===== src/rtl/ctrl_pkg.sv =====
// Shared encodings for the multicycle ARM control unit: FSM states,
// datapath select codes, ALU commands and condition codes.
package ctrl_pkg;

    localparam int unsigned STATE_W  = 4;
    localparam int unsigned COND_W   = 4;
    localparam int unsigned OP_W     = 2;
    localparam int unsigned FUNCT_W  = 6;
    localparam int unsigned REG_W    = 4;
    localparam int unsigned FLAGS_W  = 4;
    localparam int unsigned SEL_W    = 2;

    typedef enum logic [STATE_W-1:0] {
        FETCH    = 4'd0,
        DECODE   = 4'd1,
        MEMADR   = 4'd2,
        MEMRD    = 4'd3,
        MEMWB    = 4'd4,
        MEMWR    = 4'd5,
        EXECUTER = 4'd6,
        EXECUTEI = 4'd7,
        ALUWB    = 4'd8,
        BRANCH   = 4'd9
    } state_t;

    // ResultSrc encodings
    localparam logic [SEL_W-1:0] RES_ALUOUT    = 2'b00;
    localparam logic [SEL_W-1:0] RES_DATA      = 2'b01;
    localparam logic [SEL_W-1:0] RES_ALURESULT = 2'b10;

    // ALUSrcB encodings
    localparam logic [SEL_W-1:0] SRCB_RD2  = 2'b00;
    localparam logic [SEL_W-1:0] SRCB_EXT  = 2'b01;
    localparam logic [SEL_W-1:0] SRCB_FOUR = 2'b10;

    // ALUControl encodings
    localparam logic [SEL_W-1:0] ALU_ADD = 2'b00;
    localparam logic [SEL_W-1:0] ALU_SUB = 2'b01;
    localparam logic [SEL_W-1:0] ALU_AND = 2'b10;
    localparam logic [SEL_W-1:0] ALU_ORR = 2'b11;

    // Instruction class (Op field)
    localparam logic [OP_W-1:0] OP_DP  = 2'b00;
    localparam logic [OP_W-1:0] OP_MEM = 2'b01;
    localparam logic [OP_W-1:0] OP_BR  = 2'b10;

    // Data-processing cmd field (Funct[4:1])
    localparam logic [3:0] CMD_AND = 4'b0000;
    localparam logic [3:0] CMD_SUB = 4'b0010;
    localparam logic [3:0] CMD_ADD = 4'b0100;
    localparam logic [3:0] CMD_CMP = 4'b1010;
    localparam logic [3:0] CMD_ORR = 4'b1100;

    // Condition codes
    localparam logic [COND_W-1:0] COND_EQ = 4'b0000;
    localparam logic [COND_W-1:0] COND_NE = 4'b0001;
    localparam logic [COND_W-1:0] COND_CS = 4'b0010;
    localparam logic [COND_W-1:0] COND_CC = 4'b0011;
    localparam logic [COND_W-1:0] COND_MI = 4'b0100;
    localparam logic [COND_W-1:0] COND_PL = 4'b0101;
    localparam logic [COND_W-1:0] COND_VS = 4'b0110;
    localparam logic [COND_W-1:0] COND_VC = 4'b0111;
    localparam logic [COND_W-1:0] COND_HI = 4'b1000;
    localparam logic [COND_W-1:0] COND_LS = 4'b1001;
    localparam logic [COND_W-1:0] COND_GE = 4'b1010;
    localparam logic [COND_W-1:0] COND_LT = 4'b1011;
    localparam logic [COND_W-1:0] COND_GT = 4'b1100;
    localparam logic [COND_W-1:0] COND_LE = 4'b1101;
    localparam logic [COND_W-1:0] COND_AL = 4'b1110;
    localparam logic [COND_W-1:0] COND_NV = 4'b1111;

endpackage


===== src/rtl/cond_unit.sv =====
// Combinational ARM condition check: Cond field against NZCV flags.
module cond_unit
    import ctrl_pkg::*;
(
    input  logic [COND_W-1:0]  cond,
    input  logic [FLAGS_W-1:0] flags,
    output logic               cond_ex
);

    logic n, z, c, v;

    // Evaluate all condition codes from the registered flags
    always_comb begin
        {n, z, c, v} = flags;
        cond_ex      = 1'b0;
        case (cond)
            COND_EQ: cond_ex = z;
            COND_NE: cond_ex = ~z;
            COND_CS: cond_ex = c;
            COND_CC: cond_ex = ~c;
            COND_MI: cond_ex = n;
            COND_PL: cond_ex = ~n;
            COND_VS: cond_ex = v;
            COND_VC: cond_ex = ~v;
            COND_HI: cond_ex = c & ~z;
            COND_LS: cond_ex = ~c | z;
            COND_GE: cond_ex = ~(n ^ v);
            COND_LT: cond_ex = n ^ v;
            COND_GT: cond_ex = ~z & ~(n ^ v);
            COND_LE: cond_ex = z | (n ^ v);
            COND_AL: cond_ex = 1'b1;
            COND_NV: cond_ex = 1'b0;
            default: cond_ex = 1'b0;
        endcase
    end

endmodule


===== src/rtl/multicycle_controller.sv =====
// Multicycle ARM control unit: instruction sequencing FSM, datapath
// selects, write enables, NZCV flag register and conditional execution.
// Optional: define CTRL_NOWRITE_EN to decode cmd 1010 as CMP.
module multicycle_controller
    import ctrl_pkg::*;
#(
    parameter state_t RESET_STATE = FETCH
) (
    input  logic                clk,
    input  logic                reset_n,
    input  logic [COND_W-1:0]   Cond,
    input  logic [OP_W-1:0]     Op,
    input  logic [FUNCT_W-1:0]  Funct,
    input  logic [REG_W-1:0]    Rd,
    input  logic [FLAGS_W-1:0]  ALUFlags,
    output logic                PCWrite,
    output logic                MemWrite,
    output logic                RegWrite,
    output logic                IRWrite,
    output logic                AdrSrc,
    output logic [SEL_W-1:0]    ResultSrc,
    output logic                ALUSrcA,
    output logic [SEL_W-1:0]    ALUSrcB,
    output logic [SEL_W-1:0]    ImmSrc,
    output logic [SEL_W-1:0]    RegSrc,
    output logic [SEL_W-1:0]    ALUControl
);

    state_t             state, state_next;
    logic [FLAGS_W-1:0] flags;
    logic               cond_ex, cond_ex_q;

    logic               is_fetch, ir_w, alu_op, reg_w, mem_w, branch;
    logic [1:0]         flag_w;
    logic [SEL_W-1:0]   alu_ctl_dec;
    logic [1:0]         flag_w_dec;
    logic               dp_writes;

    cond_unit u_cond (
        .cond    (Cond),
        .flags   (flags),
        .cond_ex (cond_ex)
    );

    // State register
    always_ff @(posedge clk or negedge reset_n) begin
        if (!reset_n) state <= RESET_STATE;
        else          state <= state_next;
    end

    // Next-state sequencing
    always_comb begin
        state_next = state;
        case (state)
            FETCH:    state_next = DECODE;
            DECODE: begin
                case (Op)
                    OP_MEM:  state_next = MEMADR;
                    OP_DP:   state_next = Funct[5] ? EXECUTEI : EXECUTER;
                    OP_BR:   state_next = BRANCH;
                    default: state_next = FETCH;
                endcase
            end
            MEMADR:   state_next = Funct[0] ? MEMRD : MEMWR;
            MEMRD:    state_next = MEMWB;
            EXECUTER: state_next = ALUWB;
            EXECUTEI: state_next = ALUWB;
            MEMWB, MEMWR, ALUWB, BRANCH: state_next = FETCH;
            default:  state_next = FETCH;
        endcase
    end

    // Data-processing cmd decode; unimplemented cmds become flagless ADD
    always_comb begin
        alu_ctl_dec = ALU_ADD;
        flag_w_dec  = 2'b00;
        dp_writes   = 1'b0;
        case (Funct[4:1])
            CMD_ADD: begin alu_ctl_dec = ALU_ADD; flag_w_dec = {Funct[0], Funct[0]}; dp_writes = 1'b1; end
            CMD_SUB: begin alu_ctl_dec = ALU_SUB; flag_w_dec = {Funct[0], Funct[0]}; dp_writes = 1'b1; end
            CMD_AND: begin alu_ctl_dec = ALU_AND; flag_w_dec = {Funct[0], 1'b0};     dp_writes = 1'b1; end
            CMD_ORR: begin alu_ctl_dec = ALU_ORR; flag_w_dec = {Funct[0], 1'b0};     dp_writes = 1'b1; end
            CMD_CMP: begin
`ifdef CTRL_NOWRITE_EN
                alu_ctl_dec = ALU_SUB;
                flag_w_dec  = {Funct[0], Funct[0]};
`else
                alu_ctl_dec = ALU_ADD;
                flag_w_dec  = 2'b00;
`endif
                dp_writes   = 1'b0;
            end
            default: ;
        endcase
    end

    // Per-state controls, instruction decode and condition-gated strobes
    always_comb begin
        is_fetch  = 1'b0;
        ir_w      = 1'b0;
        alu_op    = 1'b0;
        reg_w     = 1'b0;
        mem_w     = 1'b0;
        branch    = 1'b0;
        AdrSrc    = 1'b0;
        ALUSrcA   = 1'b0;
        ALUSrcB   = SRCB_RD2;
        ResultSrc = RES_ALUOUT;
        case (state)
            FETCH: begin
                is_fetch  = 1'b1;
                ir_w      = 1'b1;
                ALUSrcA   = 1'b1;
                ALUSrcB   = SRCB_FOUR;
                ResultSrc = RES_ALURESULT;
            end
            DECODE: begin
                ALUSrcA   = 1'b1;
                ALUSrcB   = SRCB_FOUR;
                ResultSrc = RES_ALURESULT;
            end
            MEMADR:   ALUSrcB = SRCB_EXT;
            MEMRD:    AdrSrc  = 1'b1;
            MEMWR: begin
                AdrSrc = 1'b1;
                mem_w  = 1'b1;
            end
            MEMWB: begin
                ResultSrc = RES_DATA;
                reg_w     = 1'b1;
            end
            EXECUTER: begin
                ALUSrcB = SRCB_RD2;
                alu_op  = 1'b1;
            end
            EXECUTEI: begin
                ALUSrcB = SRCB_EXT;
                alu_op  = 1'b1;
            end
            ALUWB: begin
                ResultSrc = RES_ALUOUT;
                reg_w     = dp_writes;
            end
            BRANCH: begin
                ALUSrcB   = SRCB_EXT;
                ResultSrc = RES_ALURESULT;
                branch    = 1'b1;
            end
            default: ;
        endcase

        ALUControl = alu_op ? alu_ctl_dec : ALU_ADD;
        flag_w     = alu_op ? flag_w_dec  : 2'b00;
        ImmSrc     = Op;
        RegSrc     = {Op == OP_MEM, Op == OP_BR};

        // Strobes are forced low while reset_n is asserted
        RegWrite = reset_n & reg_w & cond_ex_q;
        MemWrite = reset_n & mem_w & cond_ex_q;
        IRWrite  = reset_n & ir_w;
        PCWrite  = reset_n & (is_fetch | (cond_ex_q & (branch | (reg_w & (Rd == 4'hF)))));
    end

    // Condition result latched at the end of DECODE
    always_ff @(posedge clk or negedge reset_n) begin
        if (!reset_n)             cond_ex_q <= 1'b0;
        else if (state == DECODE) cond_ex_q <= cond_ex;
    end

    // NZCV register, written only by executing instructions that pass
    always_ff @(posedge clk or negedge reset_n) begin
        if (!reset_n) begin
            flags <= '0;
        end else if (alu_op && cond_ex_q) begin
            if (flag_w[1]) flags[3:2] <= ALUFlags[3:2];
            if (flag_w[0]) flags[1:0] <= ALUFlags[1:0];
        end
    end

endmodule


===== config.mk =====
export PLATFORM = sky130hd
export DESIGN_NAME = multicycle_controller
export DESIGN_NICKNAME = d
export VERILOG_FILES = /design/src/rtl/ctrl_pkg.sv /design/src/rtl/cond_unit.sv /design/src/rtl/multicycle_controller.sv
export SDC_FILE = /design/constraint.sdc
export NUM_CORES = 1
export LEC_CHECK = 0
export CAP_MARGIN = 20
export CORE_MARGIN = 3
export CORE_UTILIZATION = 42
export CTS_CLUSTER_SIZE = 12
export DETAILED_ROUTE_END_ITERATION = 8
export GPL_ROUTABILITY_DRIVEN = 0
export PLACE_DENSITY = 0.83
export SYNTH_ARGS = -nofsm -noshare
export SYNTH_HDL_FRONTEND = slang
export SYNTH_SLANG_ARGS = --single-unit

===== constraint.sdc =====
create_clock -name clk -period 3.5 [get_ports clk]
set_input_delay 0.7 -clock clk [delete_from_list [all_inputs] [get_ports clk]]
set_output_delay 0.7 -clock clk [all_outputs]
set_load 0.05 [all_outputs]

; Word-level counts from Yosys, hierarchy flattened
; Index checks and enable logic that the tools add are counted.
[classes]
n_addsub = 0
mul = 0
n_div = 0
order_cmp = 0
n_eq_ne = 30
n_shift = 0
n_mux = 19
bitwise = 20
reduce_logical = 15
[ops]
columns = cell, count
row1 = "equality test 4 bit, second input constant", 12
row2 = "equality test 4 x 3 -> 1 bit, second input constant", 9
row3 = "equality test 4 x 2 -> 1 bit, second input constant", 5
row4 = one-hot mux 4 bit (5 select lines), 1
row5 = one-hot mux 1 bit (16 select lines), 1
row6 = logical NOT 4 bit, 3
row7 = one-hot mux 2 bit (2 select lines), 3
row8 = one-hot mux 4 bit (3 select lines), 1
row9 = bitwise AND 1 bit, 10
row10 = OR reduction 2 bit, 5
row11 = "equality test 4 x 1 -> 1 bit, second input constant", 2
row12 = 2-to-1 mux 1 bit, 8
row13 = one-hot mux 2 bit (3 select lines), 1
row14 = OR reduction 3 bit, 2
row15 = NOT 1 bit, 5
row16 = 2-to-1 mux 2 bit, 2
row17 = bitwise OR 1 bit, 4
row18 = AND reduction 2 bit, 2
row19 = OR reduction 4 bit, 1
row20 = 2-to-1 mux 3 bit, 1
row21 = "equality test 2 x 1 -> 1 bit, second input constant", 1
row22 = "equality test 2 bit, second input constant", 1
row23 = logical NOT 2 bit, 1
row24 = one-hot mux 1 bit (2 select lines), 1
row25 = other kinds (2), 2
[word_totals]
reg_bits = 9
latchBits = 0
ramBits = 0
mem_bits_ro = 0
input_bits = 22
out_inout_bits = 16
word_cells = 88
memories = 0

; Logic depth before layout (Yosys ltp)
; Gate-level depths: netlist of run 1.
[depth]
ltp_word = 9
depth_mapped = 6

; Cells and area by module
; A second synthesis of run 1 with hierarchy kept.
[hier_totals]
cells_unflattened = 100
hier_area_um2 = 842.1
[by_module_without_submodules]
columns = mod, n_inst, cells_each, area_each_um2, seq_area_each_um2
row1 = multicycle_controller, 1, 77, 686.9, 225.2
row2 = cond_unit, 1, 23, 155.1, 0.0

; Worst setup path after synthesis of run 1
; OpenSTA, ideal clock, no wires.
[synth_path]
kind = input to output
from = in Funct[4]
to = out RegWrite
arrival_ns = 2.561
required_time_ns = 2.800
setup_slack_ns = 0.239
cell_stages = 5
path_cell_list = nor2_1 -> o21bai_1 -> nor2b_1 -> nor2_1 -> nor4_1
[synth_between]
elab_chain_len = 6
word_cells_on_any_way = 9
classes_between = 3 x eq/ne / 2 x mux / 2 x bitwise / 2 x reduce/logical
[synth_lines]
columns = item, line_no
row1 = "start, declared", multicycle_controller.sv:13  ; input logic [FUNCT_W-1:0] Funct,
row2 = equality test 4 bit (tied with other cells), multicycle_controller.sv:78  ; case (Funct[4:1])
row3 = OR reduction 4 bit (no line) *, -
row4 = 2-to-1 mux 1 bit *, multicycle_controller.sv:78
row5 = one-hot mux 1 bit (2 select lines) *, multicycle_controller.sv:109  ; case (state)
row6 = bitwise AND 1 bit * (2 in a row), multicycle_controller.sv:158  ; RegWrite = reset_n & reg_w & cond_ex_q;
row7 = "end, declared", multicycle_controller.sv:18  ; output logic RegWrite,
; Mark *: on every way between the ends. The rest lies on a longest branch, timed or not.

; Worst setup path after layout of run 1
[layout_path]
from = in Funct[3]
to = out ALUControl[1]
[layout_between]
elab_chain_len = 3
word_cells_on_any_way = 5
classes_between = 2 x eq/ne / 2 x mux / 1 x reduce/logical
[layout_lines]
columns = item, line_no
row1 = equality test 4 bit (tied with other cells), multicycle_controller.sv:78
row2 = one-hot mux 2 bit (3 select lines) *, multicycle_controller.sv:78
row3 = 2-to-1 mux 2 bit *, multicycle_controller.sv:152  ; ALUControl = alu_op ? alu_ctl_dec : ALU_ADD;
row4 = "end, declared", multicycle_controller.sv:26  ; output logic [SEL_W-1:0] ALUControl
; Marked as above.

==> impl_results.html, run 1 <==
<table>
<tr><th>Metric</th><th>Value</th></tr>
<tr><th colspan="2">Critical path</th></tr>
<tr><td>Slowest stage cell, crit path</td><td>clkdlybuf4s50_1</td></tr>
<tr><td>Worst path arrival time</td><td>2.54 ns</td></tr>
<tr><td>Critical path capture point type</td><td>primary output</td></tr>
<tr><td>Critical Path Start Type</td><td>input pin</td></tr>
<tr><td>Data required time of the worst path</td><td>2.80 ns</td></tr>
<tr><td>Cell repeated most along the worst path</td><td>clkdlybuf4s50_1</td></tr>
<tr><td>Longest individual stage delay on the worst path</td><td>0.86 ns</td></tr>
<tr><td>Type of the worst setup path</td><td>in -&gt; out</td></tr>
<tr><td>Critical Path, Cell by Cell</td><td>clkdlybuf4s50_1 &gt; nand2_1 &gt; nor2b_1 &gt; nor4_1 &gt; clkdlybuf4s50_1</td></tr>
<tr><td>Worst R2R Path Depth</td><td>4</td></tr>
<tr><td>Worst-path maximum fanout</td><td>4</td></tr>
<tr><th colspan="2">Pwr</th></tr>
<tr><td>PD cells</td><td>between 700 and 800 nW/µm²</td></tr>
<tr><td>Leakage power</td><td>around 0.44 nW</td></tr>
<tr><td>Total power after layout</td><td>855 µW</td></tr>
<tr><td>Highest ir drop seen on vdd</td><td>approximately 0.65 mV</td></tr>
<tr><th colspan="2">Synthesis</th></tr>
<tr><td>YS warnings</td><td>0</td></tr>
<tr><td>Leading cell types by count after synthesis</td><td>nor3_1, dfrtp_1, nor2b_1</td></tr>
<tr><td>Number of enable-type register cells in the synthesized netlist</td><td>0</td></tr>
<tr><td>Number of nets in the synthesized netlist</td><td>roughly 120</td></tr>
<tr><td>Count of state elements after synthesis</td><td>9</td></tr>
<tr><td>Main flop type after synthesis</td><td>dfrtp_1</td></tr>
<tr><td>Ranking of synthesized cells by area</td><td>dfrtp_1, mux2_2, nor2b_1</td></tr>
<tr><td>Number of distinct standard cells referenced by the synthesized netlist</td><td>35</td></tr>
<tr><td>Post-synth top area cell</td><td>dfrtp_1</td></tr>
<tr><td>Sequential area share after synthesis</td><td>~29%</td></tr>
<tr><td>Post-synth top area share</td><td>between 20% and 30%</td></tr>
<tr><td>Library cell with the highest instance count after synthesis</td><td>nor3_1</td></tr>
<tr><td>Ys async rst share</td><td>100%</td></tr>
<tr><td>Mean instance size in the synthesized netlist</td><td>8.05 µm²</td></tr>
<tr><td>Post-synth design cell area</td><td>around 760 µm²</td></tr>
<tr><td>Cells after Synth</td><td>between 90 and 100</td></tr>
<tr><th colspan="2">Clocking</th></tr>
<tr><td>Clock sink count</td><td>9</td></tr>
<tr><td>Quantity of gates resized following cts</td><td>0</td></tr>
<tr><td>Clock Path Buffers</td><td>2</td></tr>
<tr><td>Post CTS Setup Buffer Count</td><td>0</td></tr>
<tr><td>CTS Hold Buffers Added</td><td>0</td></tr>
<tr><td>Clock insertion delay at the later pin of the skew report</td><td>between 0.2 and 0.3 ns</td></tr>
<tr><td>Htree depth</td><td>1</td></tr>
<tr><td>Inserted Clock Buffers</td><td>3</td></tr>
<tr><td>Clock input transition at the sequential cells of the worst setup and hold paths</td><td>~0.060 ns</td></tr>
<tr><td>Clock root buffer</td><td>clkbuf_4</td></tr>
<tr><td>CTS tree</td><td>done</td></tr>
<tr><th colspan="2">Timing</th></tr>
<tr><td>Number of failing hold endpoints at the final stage</td><td>0</td></tr>
<tr><td>RSZ-0062 raised after global routing</td><td>false</td></tr>
<tr><td>Worst clock skew on the final layout</td><td>slightly above 0.002 ns</td></tr>
<tr><td>Maximum frequency from static timing analysis</td><td>~310 MHz</td></tr>
<tr><td>Minimum period implied by the final worst setup slack</td><td>about 3.2 ns</td></tr>
<tr><td>Final critical-path share of the clock period</td><td>92.5%</td></tr>
<tr><td>Normalized max-slew margin</td><td>64.0%</td></tr>
<tr><td>Slew at the pin closest to its max-slew limit</td><td>between 0.5 and 0.6 ns</td></tr>
<tr><td>Final TNS setup</td><td>0 ns</td></tr>
<tr><td>Setup violation total in the final timing report</td><td>0</td></tr>
<tr><td>Max Transition Viols Final</td><td>0</td></tr>
<tr><td>Slack of the critical path</td><td>0.263 ns</td></tr>
<tr><th colspan="2">Floorplanning</th></tr>
<tr><td>Initial standard-cell utilization of the core</td><td>a little under half</td></tr>
<tr><td>Floorplan die width</td><td>around 49 µm</td></tr>
<tr><td>Count of boundary I/O pins</td><td>38</td></tr>
<tr><td>Site row count</td><td>14</td></tr>
<tr><td>Die area</td><td>around 2400 µm²</td></tr>
<tr><td>Die span in y</td><td>~50 µm</td></tr>
<tr><td>Area inside the core boundary</td><td>around 1600 µm²</td></tr>
<tr><th colspan="2">GRT</th></tr>
<tr><td>Number of antenna violations at the first check in global routing</td><td>0</td></tr>
<tr><td>Pin count of the biggest net entering global routing</td><td>19</td></tr>
<tr><td>Number of global-route vias before repair</td><td>~800</td></tr>
<tr><td>Total gr overflow</td><td>0</td></tr>
<tr><td>Global routing usage summed across all routing layers</td><td>17.9%</td></tr>
<tr><td>Global-route wire length before repair</td><td>approximately 3500 µm</td></tr>
<tr><th colspan="2">Route</th></tr>
<tr><td>Average wire per standard cell</td><td>13.1 µm</td></tr>
<tr><td>Routed vias</td><td>slightly above 800</td></tr>
<tr><td>Number of optimization iterations in the first detailed-route pass</td><td>4</td></tr>
<tr><td>Post-route ant nets</td><td>0</td></tr>
<tr><td>Average vias per placed instance</td><td>5.35</td></tr>
<tr><td>First-iteration detailed-routing DRC count</td><td>9</td></tr>
<tr><td>DRC viols</td><td>0</td></tr>
<tr><td>Overall routed net length</td><td>approximately 2000 µm</td></tr>
<tr><th colspan="2">Place</th></tr>
<tr><td>Number of buffer cells added on primary ports</td><td>37</td></tr>
<tr><td>Placed inst area</td><td>~1100 µm²</td></tr>
<tr><td>Post-detail-place hpwl</td><td>approximately 1700 µm</td></tr>
<tr><td>Post-place setup slack</td><td>~0.27 ns</td></tr>
<tr><td>Cell count after placement</td><td>about 150</td></tr>
<tr><th colspan="2">Final layout</th></tr>
<tr><td>Finished Layout Cells</td><td>153</td></tr>
<tr><td>Final cell area excluding filler cells</td><td>between 1000 and 1500 µm²</td></tr>
<tr><td>Number of nets at the end of the flow</td><td>between 150 and 200</td></tr>
<tr><td>Fraction of layout instances using a drive strength above 1</td><td>between 10% and 20%</td></tr>
<tr><td>Synthesis-to-layout area growth</td><td>52.2%</td></tr>
<tr><td>Count of antenna diodes in the layout</td><td>0</td></tr>
<tr><th colspan="2">Outcome</th></tr>
<tr><td>Run status</td><td>completed</td></tr>
<tr><th colspan="2">Min path</th></tr>
<tr><td>Class of the worst hold path</td><td>reg -&gt; reg</td></tr>
<tr><td>Worst Hold Path Cells</td><td>1</td></tr>
<tr><th colspan="2">Job</th></tr>
<tr><td>Number of violations of the max-capacitance limit</td><td>0</td></tr>
</table>
[final timing paths]
check / slack, ns / endpoint / startpoint
worst min-delay path: 0.54 / flags[1]$_DFFE_PN0P_ / flags[1]$_DFFE_PN0P_
worst max-delay path: 0.26 / ALUControl[1] / Funct[3]
worst min register to register: 0.54 / flags[1]$_DFFE_PN0P_ / flags[1]$_DFFE_PN0P_
worst max register to register: 1.60 / flags[1]$_DFFE_PN0P_ / state[2]$_DFF_PN0_
max in group asynchronous: 2.61 / state[2]$_DFF_PN0_ / reset_n
min in group asynchronous: 0.74 / cond_ex_q$_DFFE_PN0P_ / reset_n
[cell families (layout without fill, tap and decap cells)]
kind of cell    after synthesis  count (layout)  synth area share, %
simple gates                 46              46                 32.9
compound gates               19              19                 15.7
buf+inv                      10              44                 7.53
flops                         9               9                 29.5
mux                           6               6                 8.67
xor+xnor                      5               5                 5.73
[critical path: cells and delay by family]
kind                   cells  cell delay (ns)
buffers and inverters      2             1.40
AND/OR/NAND/NOR            3             0.43
[sequential cells by signal, summed over array words and instances (netlist names)]
signal and cells:
flags 4, state 4, cond_ex_q 1
[power by group]
group | switching, mW | internal [mW]
clock network | 0.0301 | 0.0435
logic | 0.351 | 0.218
registers | 0.0760 | 0.136
total | 0.457 | 0.398
[cell usage in the layout, fill, tap and decap left out, types with 3 or more instances in the layout]
cell type	n
clkdlybuf4s50_1	33
nor3_1	10
dfrtp_1	9
nor2b_1	8
nor2_1	7
nand2_1	7
a21oi_1	6
mux2_2	5
xnor2_1	4
nor4_1	4
o21ai_0	3
clkbuf_4	3
buf_4	3
[layout make-up]
class	count	area, µm²
fill	127	448
tap	24	30.0
sequential	9	225
timing repair buffer	38	393
inverter	2	7.51
clock buffer	4	26.3
multi-input combinational	76	482
[layer usage]
layer | GRT usage [%] | routed length, µm
met1 | 22.0 | 885
met2 | 31.2 | 1010
met3 | 3.99 | 112
met4 | 5.21 | 0
met5 | 0 | 0
[through the flow]
stage,util (%),hold WS [ns]
after floorplan,-,0.404
after global placement,70.6,0.514
after detailed placement,70.6,0.526
after CTS,72.2,0.541
after global routing,72.2,0.572
final,72.2,0.538
No activity file was read; power rests on OpenSTA's default activity.
==> run 2, diff against run 1 <==
CTS_BUF_LIST = sky130_fd_sc_hd__clkbuf_4 sky130_fd_sc_hd__clkbuf_8 sky130_fd_sc_hd__clkbuf_16   (was unset)
==> run 2 against run 1 <==
- first-iteration DRC count stayed put
- design area is 0.32% higher
- core utilization is 0.23 points higher
- sequential share of layout area is 0.062 points lower
- combinational power hardly changed
- hold slack hardly changed
- power is 0.99% higher
- routed wire length is 0.15% higher
- setup slack stayed put
- sequential power hardly changed
- die area stayed put
- critical path type unchanged
- largest cell class unchanged
- largest power group unchanged
- highest routed layer unchanged
==> impl_results.html, run 2 (synthesis gave the netlist of run 1 again) <==
<table>
<tr><th>Metric</th><th>Value</th></tr>
<tr><th colspan="2">Outcome</th></tr>
<tr><td>Run status</td><td>completed</td></tr>
<tr><th colspan="2">Final layout</th></tr>
<tr><td>Commonest non-fill, non-tap cell in the layout</td><td>clkdlybuf4s50_1</td></tr>
<tr><td>Fraction of layout instances using a drive strength above 1</td><td>12.4% (+0.78 points)</td></tr>
<tr><td>Largest registers</td><td>flags: 4 flops, state: 4 flops, cond_ex_q: 1 flops</td></tr>
<tr><td>Synthesis-to-layout area growth</td><td>52.7%</td></tr>
<tr><td>Finished Layout Cells</td><td>153 (unchanged)</td></tr>
<tr><td>Count of antenna diodes in the layout</td><td>0 (unchanged)</td></tr>
<tr><td>Number of nets at the end of the flow</td><td>152 (unchanged)</td></tr>
<tr><td>Number of filler instances in the final layout</td><td>128 (+0.79%)</td></tr>
<tr><td>Leading cell types in the layout, fill and taps excluded</td><td>clkdlybuf4s50_1, nor3_1, dfrtp_1</td></tr>
<tr><th colspan="2">Min path</th></tr>
<tr><td>Class of the worst hold path</td><td>reg -&gt; reg</td></tr>
<tr><th colspan="2">Critical path</th></tr>
<tr><td>Worst path arrival time</td><td>2.54 ns (about the same)</td></tr>
<tr><td>Data required time of the worst path</td><td>2.80 ns (about the same)</td></tr>
<tr><td>Longest individual stage delay on the worst path</td><td>0.86 ns (about the same)</td></tr>
<tr><td>Critical path capture point type</td><td>primary output</td></tr>
<tr><td>Critical Path Start Type</td><td>input pin</td></tr>
<tr><td>Top Family by Delay on Critical Path</td><td>buffers and inverters</td></tr>
<tr><td>Cell repeated most along the worst path</td><td>clkdlybuf4s50_1</td></tr>
<tr><td>Critical Path, Cell by Cell</td><td>clkdlybuf4s50_1 &gt; nand2_1 &gt; nor2b_1 &gt; nor4_1 &gt; clkdlybuf4s50_1</td></tr>
<tr><td>Buffers &amp; Inverters on Critical Path</td><td>2 (unchanged)</td></tr>
<tr><td>Type of the worst setup path</td><td>in -&gt; out</td></tr>
<tr><td>Slowest stage cell, crit path</td><td>clkdlybuf4s50_1</td></tr>
<tr><td>Worst-path maximum fanout</td><td>4 (unchanged)</td></tr>
<tr><th colspan="2">GRT</th></tr>
<tr><td>Number of antenna violations at the first check in global routing</td><td>0 (unchanged)</td></tr>
<tr><td>Number of global-route vias before repair</td><td>797 (+0.25%)</td></tr>
<tr><td>Total gr overflow</td><td>0 (unchanged)</td></tr>
<tr><td>Global routing usage summed across all routing layers</td><td>17.9% (unchanged)</td></tr>
<tr><td>Global-route wire length before repair</td><td>3510 µm (unchanged)</td></tr>
<tr><td>Pin count of the biggest net entering global routing</td><td>19 (unchanged)</td></tr>
<tr><th colspan="2">Floorplanning</th></tr>
<tr><td>Die area</td><td>2370 µm² (unchanged)</td></tr>
<tr><td>Die span in y</td><td>48.7 µm (unchanged)</td></tr>
<tr><td>Site row count</td><td>14 (unchanged)</td></tr>
<tr><td>Area inside the core boundary</td><td>1610 µm² (unchanged)</td></tr>
<tr><td>Floorplan die width</td><td>48.7 µm (unchanged)</td></tr>
<tr><td>Initial standard-cell utilization of the core</td><td>47.4% (unchanged)</td></tr>
<tr><td>Count of boundary I/O pins</td><td>38 (unchanged)</td></tr>
<tr><th colspan="2">Clocking</th></tr>
<tr><td>Clock root buffer</td><td>clkbuf_4</td></tr>
<tr><td>Clock Path Buffers</td><td>2 (unchanged)</td></tr>
<tr><td>Clock input transition at the sequential cells of the worst setup and hold paths</td><td>0.06 ns (about the same)</td></tr>
<tr><td>Clock insertion delay at the later pin of the skew report</td><td>0.25 ns (about the same)</td></tr>
<tr><td>Inserted Clock Buffers</td><td>3 (unchanged)</td></tr>
<tr><td>Htree depth</td><td>1 (unchanged)</td></tr>
<tr><td>Clock sink count</td><td>9 (unchanged)</td></tr>
<tr><td>Post CTS Setup Buffer Count</td><td>0 (unchanged)</td></tr>
<tr><td>CTS Hold Buffers Added</td><td>0 (unchanged)</td></tr>
<tr><td>Quantity of gates resized following cts</td><td>0 (unchanged)</td></tr>
<tr><td>CTS tree</td><td>done</td></tr>
<tr><th colspan="2">Route</th></tr>
<tr><td>Average vias per placed instance</td><td>5.39 (+0.61%)</td></tr>
<tr><td>First-iteration detailed-routing DRC count</td><td>9 (unchanged)</td></tr>
<tr><td>Overall routed net length</td><td>2010 µm (+0.15%)</td></tr>
<tr><td>Routed vias</td><td>824 (+0.61%)</td></tr>
<tr><td>Average wire per standard cell</td><td>13.2 µm (+0.15%)</td></tr>
<tr><td>Number of optimization iterations in the first detailed-route pass</td><td>4 (unchanged)</td></tr>
<tr><td>Post-route ant nets</td><td>0 (unchanged)</td></tr>
<tr><td>DRC viols</td><td>0 (unchanged)</td></tr>
<tr><th colspan="2">Job</th></tr>
<tr><td>Number of violations of the max-capacitance limit</td><td>0 (unchanged)</td></tr>
<tr><th colspan="2">Place</th></tr>
<tr><td>Cell count after placement</td><td>149 (unchanged)</td></tr>
<tr><td>Number of buffer cells added on primary ports</td><td>37 (unchanged)</td></tr>
<tr><td>Post-detail-place hpwl</td><td>1660 µm (unchanged)</td></tr>
<tr><th colspan="2">Timing</th></tr>
<tr><td>Final critical-path share of the clock period</td><td>92.5% (unchanged)</td></tr>
<tr><td>Minimum period implied by the final worst setup slack</td><td>3.24 ns (unchanged)</td></tr>
<tr><td>Setup violation total in the final timing report</td><td>0 (unchanged)</td></tr>
<tr><td>Slew at the pin closest to its max-slew limit</td><td>0.540 ns (+0.00000107 ns)</td></tr>
<tr><td>Normalized max-slew margin</td><td>64.0% (about the same)</td></tr>
<tr><td>Max Transition Viols Final</td><td>0 (unchanged)</td></tr>
<tr><td>Final TNS setup</td><td>0 ns (unchanged)</td></tr>
<tr><td>Number of failing hold endpoints at the final stage</td><td>0 (unchanged)</td></tr>
<tr><td>Worst clock skew on the final layout</td><td>0.00292 ns (+0.000843 ns)</td></tr>
<tr><td>RSZ-0062 raised after global routing</td><td>false</td></tr>
<tr><td>Maximum frequency from static timing analysis</td><td>309 MHz (unchanged)</td></tr>
<tr><th colspan="2">Pwr</th></tr>
<tr><td>Leakage power</td><td>0.444 nW (+0.78%)</td></tr>
<tr><td>PD cells</td><td>740 nW/µm² (+0.66%)</td></tr>
<tr><td>Highest ir drop seen on vdd</td><td>0.654 mV (about the same)</td></tr>
</table>
==> run 2: cell count changes in the layout (fill, tap and decap cells not counted) <==
cell      delta
clkbuf_4     +1
clkbuf_1     -1
==> run 2: final timing paths <==
check,startpoint,to,slack (ns),cells past startpoint
max,Funct[3],ALUControl[1],0.26,5
min,flags[1]$_DFFE_PN0P_,flags[1]$_DFFE_PN0P_,0.54,1
max reg2reg,state[2]$_DFF_PN0_,flags[1]$_DFFE_PN0P_,1.60,4
min reg2reg,flags[1]$_DFFE_PN0P_,flags[1]$_DFFE_PN0P_,0.54,1
max in group asynchronous,reset_n,state[2]$_DFF_PN0_,2.61,2
min in group asynchronous,reset_n,cond_ex_q$_DFFE_PN0P_,0.74,2
==> run 2: final cells by class <==
cell class / instances / area (µm²) / area share, %
flip-flops and latches: 9 / 225 / 19.3
repair buffers: 38 / 393 / 33.7
inverters: 2 / 7.51 / 0.643
clock buffers: 4 / 30.0 / 2.57
multi-input cells: 76 / 482 / 41.3
well taps: 24 / 30.0 / 2.57
==> run 2: stage by stage <==
step	setup WS, ns	instance area [µm²]	util, %	hold slack, ns	power (mW)
2_1_floorplan	0.239	764	-	0.404	0.601
3_3_place_gp	0.366	1140	70.6	0.514	0.772
3_5_place_dp	0.266	1140	70.6	0.526	0.785
4_1_cts	0.262	1170	72.4	0.541	0.870
5_1_grt	0.136	1170	72.4	0.572	0.928
6_report	0.263	1170	72.4	0.538	0.864
==> run 2: metal layers <==
| metal | global-route usage, % | share of wire (%) |
|---|---|---|
| met1 | 22.0 | 43 |
| met2 | 31.2 | 50 |
| met3 | 3.99 | 6.3 |
| met4 | 5.21 | 0 |
| met5 | 0 | 0 |
==> run 2: report_power, final <==
| part | total (mW) | switching [mW] | leakage [nW] | internal [mW] |
|---|---|---|---|---|
| registers | 0.212 | 0.0760 | 0.119 | 0.136 |
| logic | 0.570 | 0.352 | 0.306 | 0.218 |
| clock network | 0.0818 | 0.0305 | 0.0184 | 0.0513 |
==> run 3, diff against run 2 <==
CORE_ASPECT_RATIO = 1.25   (was unset)
==> run 3 against run 2 <==
- setup slack improved by 0.087 ns
- fmax increased by 2.8%
- via count increased by 1.7%
- cell count decreased by 3.9%
- design area decreased by 0.86%
- power increased by 0.69%
- critical path type unchanged
- clock skew about the same
- flip-flop and latch count unchanged
- clock power increased by 7.2%
- register-to-register slack improved by 0.09 ns
- die area increased by 0.13%
==> impl_results.html, run 3 (synthesis gave the netlist of run 1 again) <==
<table>
<tr><th>Metric</th><th>Value</th></tr>
<tr><th colspan="2">Final layout</th></tr>
<tr><td>Final core utilization</td><td>70.5% (-1.9 points)</td></tr>
<tr><td>Count of antenna diodes in the layout</td><td>0 (unchanged)</td></tr>
<tr><td>Number of nets at the end of the flow</td><td>152 (unchanged)</td></tr>
<tr><td>Commonest non-fill, non-tap cell in the layout</td><td>clkdlybuf4s50_1</td></tr>
<tr><td>Largest registers</td><td>flags: 4 flops, state: 4 flops, cond_ex_q: 1 flops</td></tr>
<tr><td>Fraction of layout instances using a drive strength above 1</td><td>13.2% (+0.78 points)</td></tr>
<tr><td>Synthesis-to-layout area growth</td><td>51.4%</td></tr>
<tr><td>Leading cell types in the layout, fill and taps excluded</td><td>clkdlybuf4s50_1, nor3_1, dfrtp_1</td></tr>
<tr><td>Number of filler instances in the final layout</td><td>140 (+9.4%)</td></tr>
<tr><th colspan="2">Critical path</th></tr>
<tr><td>Worst-path maximum fanout</td><td>4 (unchanged)</td></tr>
<tr><td>Type of the worst setup path</td><td>in -&gt; out</td></tr>
<tr><td>Critical Path Start Type</td><td>input pin</td></tr>
<tr><td>Data required time of the worst path</td><td>2.80 ns (about the same)</td></tr>
<tr><td>Origin of the critical flop-to-flop path</td><td>state[2]$_DFF_PN0_</td></tr>
<tr><td>Worst R2R Setup Slack</td><td>1.69 ns (+0.09 ns)</td></tr>
<tr><td>Beginning of the critical path</td><td>Funct[3]</td></tr>
<tr><td>Worst path arrival time</td><td>2.45 ns (-0.09 ns)</td></tr>
<tr><td>Critical path capture point type</td><td>primary output</td></tr>
<tr><td>Worst R2R Path Depth</td><td>4 (unchanged)</td></tr>
<tr><td>Reg-to-reg critical path endpoint</td><td>flags[1]$_DFFE_PN0P_</td></tr>
<tr><th colspan="2">Clocking</th></tr>
<tr><td>CTS tree</td><td>done</td></tr>
<tr><td>Clock sink count</td><td>9 (unchanged)</td></tr>
<tr><td>Clock insertion delay at the later pin of the skew report</td><td>0.26 ns (about the same)</td></tr>
<tr><td>CTS Hold Buffers Added</td><td>0 (unchanged)</td></tr>
<tr><td>Quantity of gates resized following cts</td><td>0 (unchanged)</td></tr>
<tr><td>Post CTS Setup Buffer Count</td><td>0 (unchanged)</td></tr>
<tr><td>Inserted Clock Buffers</td><td>3 (unchanged)</td></tr>
<tr><td>Htree depth</td><td>1 (unchanged)</td></tr>
<tr><td>Clock root buffer</td><td>clkbuf_4</td></tr>
<tr><td>Clock input transition at the sequential cells of the worst setup and hold paths</td><td>0.06 ns (about the same)</td></tr>
<tr><td>Clock Path Buffers</td><td>2 (unchanged)</td></tr>
<tr><th colspan="2">GRT</th></tr>
<tr><td>Pin count of the biggest net entering global routing</td><td>19 (unchanged)</td></tr>
<tr><td>Number of antenna violations at the first check in global routing</td><td>0 (unchanged)</td></tr>
<tr><td>Number of global-route vias before repair</td><td>785 (-1.5%)</td></tr>
<tr><td>Global routing usage summed across all routing layers</td><td>18.5% (+0.56 points)</td></tr>
<tr><td>Total gr overflow</td><td>0 (unchanged)</td></tr>
<tr><td>Global-route wire length before repair</td><td>3330 µm (-5.1%)</td></tr>
<tr><th colspan="2">Timing</th></tr>
<tr><td>Final TNS setup</td><td>0 ns (unchanged)</td></tr>
<tr><td>Worst clock skew on the final layout</td><td>0.00317 ns (+0.000246 ns)</td></tr>
<tr><td>Number of failing hold endpoints at the final stage</td><td>0 (unchanged)</td></tr>
<tr><td>Worst Hold Margin</td><td>0.557 ns (+0.0196 ns)</td></tr>
<tr><td>Setup violation total in the final timing report</td><td>0 (unchanged)</td></tr>
<tr><td>Slack of the critical path</td><td>0.350 ns (+0.0870 ns)</td></tr>
<tr><td>Max Transition Viols Final</td><td>0 (unchanged)</td></tr>
<tr><td>Final critical-path share of the clock period</td><td>90.0% (-2.5 points)</td></tr>
<tr><td>Normalized max-slew margin</td><td>62.4% (-1.6 points)</td></tr>
<tr><td>Slew at the pin closest to its max-slew limit</td><td>0.560 ns (+0.0196 ns)</td></tr>
<tr><td>RSZ-0062 raised after global routing</td><td>false</td></tr>
<tr><td>Maximum frequency from static timing analysis</td><td>317 MHz (+2.8%)</td></tr>
<tr><td>Minimum period implied by the final worst setup slack</td><td>3.15 ns (-0.0870 ns)</td></tr>
<tr><th colspan="2">Floorplanning</th></tr>
<tr><td>Initial standard-cell utilization of the core</td><td>46.6% (-0.87 points)</td></tr>
<tr><td>Floorplan die width</td><td>44.2 µm (-9.3%)</td></tr>
<tr><td>Site row count</td><td>16 (+2)</td></tr>
<tr><td>Area inside the core boundary</td><td>1640 µm² (+1.9%)</td></tr>
<tr><td>Die span in y</td><td>53.7 µm (+10%)</td></tr>
<tr><td>Count of boundary I/O pins</td><td>38 (unchanged)</td></tr>
<tr><td>Die area</td><td>2370 µm² (+0.13%)</td></tr>
<tr><th colspan="2">Place</th></tr>
<tr><td>Number of buffer cells added on primary ports</td><td>37 (unchanged)</td></tr>
<tr><td>Post-place setup slack</td><td>0.326 ns (+0.0602 ns)</td></tr>
<tr><td>Post-detail-place hpwl</td><td>1630 µm (-1.7%)</td></tr>
<tr><th colspan="2">Min path</th></tr>
<tr><td>Worst-case hold path end point</td><td>cond_ex_q$_DFFE_PN0P_</td></tr>
<tr><td>Class of the worst hold path</td><td>reg -&gt; reg</td></tr>
<tr><td>Hold Startpoint</td><td>cond_ex_q$_DFFE_PN0P_</td></tr>
<tr><td>Worst Hold Path Cells</td><td>2 (+1)</td></tr>
<tr><th colspan="2">Pwr</th></tr>
<tr><td>PD cells</td><td>751 nW/µm² (+1.6%)</td></tr>
<tr><td>Leakage power</td><td>0.446 nW (+0.46%)</td></tr>
<tr><td>Highest ir drop seen on vdd</td><td>0.425 mV (-35%)</td></tr>
<tr><td>Total power after layout</td><td>870 µW (+0.69%)</td></tr>
<tr><th colspan="2">Route</th></tr>
<tr><td>First-iteration detailed-routing DRC count</td><td>12 (+3)</td></tr>
<tr><td>Post-route ant nets</td><td>0 (unchanged)</td></tr>
<tr><td>DRC viols</td><td>0 (unchanged)</td></tr>
<tr><td>Overall routed net length</td><td>2030 µm (+0.84%)</td></tr>
<tr><td>Average wire per standard cell</td><td>13.8 µm (+5.0%)</td></tr>
<tr><td>Average vias per placed instance</td><td>5.70 (+5.9%)</td></tr>
<tr><td>Routed vias</td><td>838 (+1.7%)</td></tr>
<tr><td>Number of optimization iterations in the first detailed-route pass</td><td>4 (unchanged)</td></tr>
<tr><th colspan="2">Job</th></tr>
<tr><td>Number of violations of the max-capacitance limit</td><td>0 (unchanged)</td></tr>
<tr><th colspan="2">Outcome</th></tr>
<tr><td>Run status</td><td>completed</td></tr>
</table>
## run 3: cell types whose count changed in the layout (fill, tap and decap cells not counted), sizes merged
cell and change:
clkdlybuf4s50 -1, buf +1
## run 3: worst max-delay path: stages
cell and delay (ns):
clkdlybuf4s50_1 0.46, nor2_1 0.20, a21oi_1 0.11, nor3_1 0.14, clkdlybuf4s50_1 0.83
## run 3: per-layer routing
layer | vias to the layer above | global-route usage, % | part of all wire [%]
li1 | 419 | - | -
met1 | 380 | 20.3 | 40
met2 | 35 | 35.9 | 52
met3 | 4 | 5.35 | 7.4
met4 | 0 | 1.51 | 0.34
met5 | - | 0 | 0
## run 3: per-stage QoR
step	cell area, µm²	std cells
2_1_floorplan	764	95
3_3_place_gp	1130	143
3_5_place_dp	1130	143
4_1_cts	1160	147
5_1_grt	1160	147
6_report	1160	147
## run 3: how the worst max path moves through the flow
stage / cells after the start / to / slack, ns
4_1_cts: 5 / ALUControl[0] / 0.33
5_1_grt: 5 / ALUControl[0] / 0.23
2_1_floorplan: 5 / RegWrite / 0.24
6_report: 5 / ALUControl[0] / 0.35
3_5_place_dp: 5 / ALUControl[0] / 0.33
3_3_place_gp: 6 / ALUControl[0] / 0.42
## run 3: final cells by class
cell class / instances / area [µm²] / share of cell area (%)
clock buffer: 4 / 30.0 / 2.59
inverter: 2 / 7.51 / 0.649
multi-input combinational: 76 / 482 / 41.6
timing repair buffer: 38 / 390 / 33.7
sequential: 9 / 225 / 19.5
tap: 18 / 22.5 / 1.95
## run 3: where the power goes
| part | switching, mW | internal (mW) |
|---|---|---|
| Clock | 0.0361 | 0.0517 |
| Sequential | 0.0784 | 0.136 |
| Combinational | 0.350 | 0.218 |
